File: config.mk
export PLATFORM = sky130hd
export DESIGN_NAME = instr_queue
export DESIGN_NICKNAME = d
export VERILOG_FILES = /design/src/rtl/instr_queue.sv
export SDC_FILE = /design/constraint.sdc
export NUM_CORES = 1
export LEC_CHECK = 0
export ABC_CLOCK_PERIOD_IN_PS = 12000
export CAP_MARGIN = 20
export CORE_MARGIN = 1
export CORE_UTILIZATION = 35
export CTS_CLUSTER_DIAMETER = 50
export DETAILED_ROUTE_END_ITERATION = 12
export SLEW_MARGIN = 20
export SYNTH_ARGS = -nofsm -noshare
export SYNTH_HDL_FRONTEND = slang
export SYNTH_SLANG_ARGS = --single-unit
File: constraint.sdc
create_clock -name clk -period 12 [get_ports clk]
set_input_delay 2.4 -clock clk [delete_from_list [all_inputs] [get_ports clk]]
set_output_delay 2.4 -clock clk [all_outputs]
set_load 0.01 [all_outputs]
File: src/rtl/instr_queue.sv
// Circular instruction queue between fetch and dispatch: in-order enqueue at tail,
// combinational issue from head, flush-to-empty, and a running head-blocked stall counter.
module instr_queue #(
   parameter int IQ_DEPTH = 16
) (
   input  logic                      clk,
   input  logic                      rst,
   input  logic                      flush,
   input  logic                      fetch_valid,
   input  logic [31:0]               fetch_instr,
   input  logic [31:0]               fetch_pc,
   input  logic [31:0]               fetch_pc_next,
   input  logic                      fetch_pc_next_valid,
   input  logic                      rob_full,
   input  logic                      dispatch_stall,
   output logic                      iq_full,
   output logic                      iq_empty,
   output logic [$clog2(IQ_DEPTH):0] iq_count,
   output logic                      iq_issue,
   output logic [31:0]               iq_instr,
   output logic [31:0]               iq_pc,
   output logic [31:0]               iq_pc_next,
   output logic                      iq_pc_next_valid,
   output logic [31:0]               stall_count
);

   localparam int PW = $clog2(IQ_DEPTH);
   localparam int CW = PW + 1;

   typedef struct packed {
      logic [31:0] instr;
      logic [31:0] pc;
      logic [31:0] pc_next;
      logic        pc_next_valid;
   } entry_t;

   entry_t                mem_q [IQ_DEPTH];
   logic [PW-1:0]         head_q, head_d;
   logic [PW-1:0]         tail_q, tail_d;
   logic [CW-1:0]         count_q, count_d;
   logic [IQ_DEPTH-1:0]   valid_q, valid_d;
   logic [31:0]           stall_q, stall_d;

   logic                  enq;
   logic                  blocked;
   logic                  head_live;
   entry_t                wr_entry;
   entry_t                head_entry;

   // Full/empty come straight from the registered count, never from this cycle's inputs.
   assign iq_full  = (count_q == CW'(IQ_DEPTH));
   assign iq_empty = (count_q == '0);
   assign iq_count = count_q;

   assign enq      = fetch_valid && !iq_full && !flush;
   assign iq_issue = !iq_empty && !rob_full && !dispatch_stall && !flush;
   assign blocked  = !iq_empty && !flush && (rob_full || dispatch_stall);

   assign wr_entry.instr         = fetch_instr;
   assign wr_entry.pc            = fetch_pc;
   assign wr_entry.pc_next       = fetch_pc_next;
   assign wr_entry.pc_next_valid = fetch_pc_next_valid;

   always_ff @(posedge clk) begin
      if (enq) begin
         mem_q[tail_q] <= wr_entry;
      end
   end

   // Per-entry valid bits; flush wipes them so a stale slot can never reach the head outputs.
   for (genvar gi = 0; gi < IQ_DEPTH; gi++) begin : g_valid
      assign valid_d[gi] = flush                                  ? 1'b0 :
                           (enq && (tail_q == PW'(gi)))           ? 1'b1 :
                           (iq_issue && (head_q == PW'(gi)))      ? 1'b0 :
                                                                    valid_q[gi];
   end

   always_comb begin
      head_d  = head_q;
      tail_d  = tail_q;
      count_d = count_q;
      stall_d = stall_q;
      if (blocked) begin
         stall_d = stall_q + 32'd1;
      end
      if (flush) begin
         head_d  = '0;
         tail_d  = '0;
         count_d = '0;
      end else begin
         if (enq) begin
            tail_d = tail_q + PW'(1);
         end
         if (iq_issue) begin
            head_d = head_q + PW'(1);
         end
         case ({enq, iq_issue})
            2'b10:   count_d = count_q + CW'(1);
            2'b01:   count_d = count_q - CW'(1);
            default: count_d = count_q;
         endcase
      end
   end

   always_ff @(posedge clk) begin
      if (rst) begin
         head_q  <= '0;
         tail_q  <= '0;
         count_q <= '0;
         valid_q <= '0;
         stall_q <= '0;
      end else begin
         head_q  <= head_d;
         tail_q  <= tail_d;
         count_q <= count_d;
         valid_q <= valid_d;
         stall_q <= stall_d;
      end
   end

   assign head_entry = mem_q[head_q];
   assign head_live  = !iq_empty && valid_q[head_q];

   assign iq_instr         = head_live ? head_entry.instr         : 32'd0;
   assign iq_pc            = head_live ? head_entry.pc            : 32'd0;
   assign iq_pc_next       = head_live ? head_entry.pc_next       : 32'd0;
   assign iq_pc_next_valid = head_live ? head_entry.pc_next_valid : 1'b0;
   assign stall_count      = stall_q;

endmodule

==> results.toml <==
[run_status]
status = "completed"

[die]
die_y_um = 420
dieArea_um2 = 177000
num_rows = 153
io-pin-count = 240
start_util_pct = 35.2
coreArea_um2 = 174000
die_w_um = 420

[timing]
slew_headroom_pct = 25.5
rsz0062_at_grt = "no"
tightest_slew_ns = 1.12
hold_viol_final = 0
fin_tns_setup_ns = 0
fmax_mhz = 132
setup_viol = 0
skew_ns = 0.0208
slew_viol_final = 0
post-route-period-util_pct = 63.0
min_period_ns = 7.55
finalHoldWorstSlack_ns = 0.489

[yosys]
ys.flop_type = "edfxtp_1"
yosysWarningCount = 0
synthArstFlopShare_pct = 0
ys_top_cells_by_area = "edfxtp_1 (76%), mux4_2 (14%), a22oi_1 (2.4%)"
synth_edf_count = 1552
synth_seq_cells = 1617
syn_nets = 2883
syn_inst = 2767
synth_cell_types = 52
yosysTopAreaCellShare_pct = 76.1
netlist.top_cell.by_area = "edfxtp_1"
syn_avg_cell_area_um2 = 22.1
synth_area_um2 = 61200
synth.yosys.seq_area_share_pct = 78.2

[final_layout]
nets = 3188
design_area_um2 = 72000
most-common-layout-cells = "edfxtp_1 (1,552), mux4_2 (388), clkdlybuf4s50_1 (239)"
area_growth_pct = 17.6
n_fill_cell = 15200
final_common_cell = "edfxtp_1"
drive_above_1_share_pct = 22.3

[routing]
ant_nets = 0
wl_met2_um = 75900
wl_met1_um = 61000
via_per_inst = 5.27
wl_um = 148000
drc_errors = 0
top_layer = "met5"
vias = 29200
drtIter0Drc = 2490
wl_met3_um = 7300
drt-pass1-iter-count = 5
wl_per_cell_um = 26.6

[grt]
grt_pass1_wl_um = 215000
antenna_found_initial = 28
grt_start_max_net_pins = 136
grt_pass1_vias = 30400
grt_overflow_total = 0
grtUsageTotal_pct = 16.9

[critical_path]
cp-end-kind = "output pin"
slowest_stage = "nor2b_4"
cpPeakStageDelay_ns = 0.92
worst_ep_arrival_time_ns = 5.15
path_common_cell = "buf_4"
reg2reg_depth = 6
critical_path_class = "reg2out"
worstPathRequired_ns = 9.60
path_max_fanout = 44
path_cells = "nor2b_4 > buf_4 > buf_4 > a22oi_1 > a21oi_1 > clkdlybuf4s50_1"
critPathLaunchType = "flop"

[clocking]
cts_tree = "done"
clock_path_buffers = 3
hold_buffers = 0
cts_resized = 0
numCtsBuffers = 167
insertion_delay_ns = 0.80
htreeDepth = 4
clkTransAtPathRegs_ns = 0.06
cts_setup_buffers = 0
cts-root-buf = "clkbuf_16"
clock-sinks = 1617

[placed_design]
io_buffers = 239
dp_hpwl_um = 74800
gp_congestion = 0.745
dpl-instance-area_um2 = 66600

[min_path]
min_path_cells = 1
hold_class = "reg2reg"

[power]
ir_worst_vdd_mv = 0.102
power_leakage_nw = 21.4
power.density_nw_per_um2 = 160

[job]
maxCapViolCount = 0
## final cells by class
type / count / area [um^2] / area share, %
Clock inverter: 97 / 1020 / 1.41
Timing Repair Buffer: 296 / 2970 / 4.12
Sequential cell: 1617 / 47900 / 66.5
Multi-Input combinational cell: 978 / 12800 / 17.7
Tap cell: 2325 / 2910 / 4.04
Clock buffer: 212 / 4410 / 6.13
Inverter: 12 / 45.0 / 0.0625
Antenna cell: 5 / 12.5 / 0.0174
## registers in the layout, summed over array words and instances (netlist names), named ones only
| name | flops |
|---|---|
| mem_q | 1552 |
| iq_count | 5 |
| valid_q | 16 |
| tail_q | 4 |
| head_q | 4 |
| stall_count | 32 |
## routing by layer
layer / track usage [%] / up-vias
li1: - / 12400
met1: 21.8 / 15800
met2: 28.9 / 735
met3: 3.13 / 230
met4: 4.79 / 26
met5: 0 / -
## critical path, delay by kind of cell (launching register included)
family / cells / cell delay [ns]
AOI/OAI and AO/OA: 2 / 0.81
buffers and inverters: 3 / 2.13
DFF: 1 / 0.45
and+or+nand+nor: 1 / 0.92
## kinds of logic after synthesis
logic type                 share of synthesized area, %
buffers and inverters                              1.19
xor gates and xnor gates                          0.472
adders and majority gates                         0.266
DFF                                                78.2
AOI/OAI and AO/OA                                  3.91
muxes                                              14.4
and+or+nand+nor                                    1.53
## synth_stat cells, types with 13 or more instances
cell	instances
a32o_1	16
buf_2	44
clkbuf_1	98
dfxtp_1	65
a22oi_1	195
nand2_1	21
xnor2_1	24
mux4_2	388
nor2_1	60
nor3_1	15
a21oi_1	111
ha_1	13
edfxtp_1	1552
nand3_1	29
## report_power, final
group | switching, mW | internal [mW]
logic | 0.115 | 0.0622
registers | 0.00560 | 6.21
clock network | 2.16 | 2.95
total | 2.28 | 9.22
## metrics by stage
step	setup WS, ns	utilization, %	power [mW]	instances
2_1_floorplan	1.79	-	6.39	2767
3_3_place_gp	4.83	38.3	6.50	5226
3_5_place_dp	4.74	38.3	6.51	5227
4_1_cts	4.32	41.4	11.6	5536
5_1_grt	4.39	41.4	11.8	5541
6_report	4.45	41.4	11.5	5542
## worst paths after layout
check / start / end / slack, ns
min: valid_q[11] / valid_q[11] / 0.49
min reg2reg: valid_q[11] / valid_q[11] / 0.49
max: flop / iq_instr[8] / 4.45
max reg2reg: iq_count[1] / mem_q[14][14] / 7.61
No activity file was read; power rests on OpenSTA's default activity.
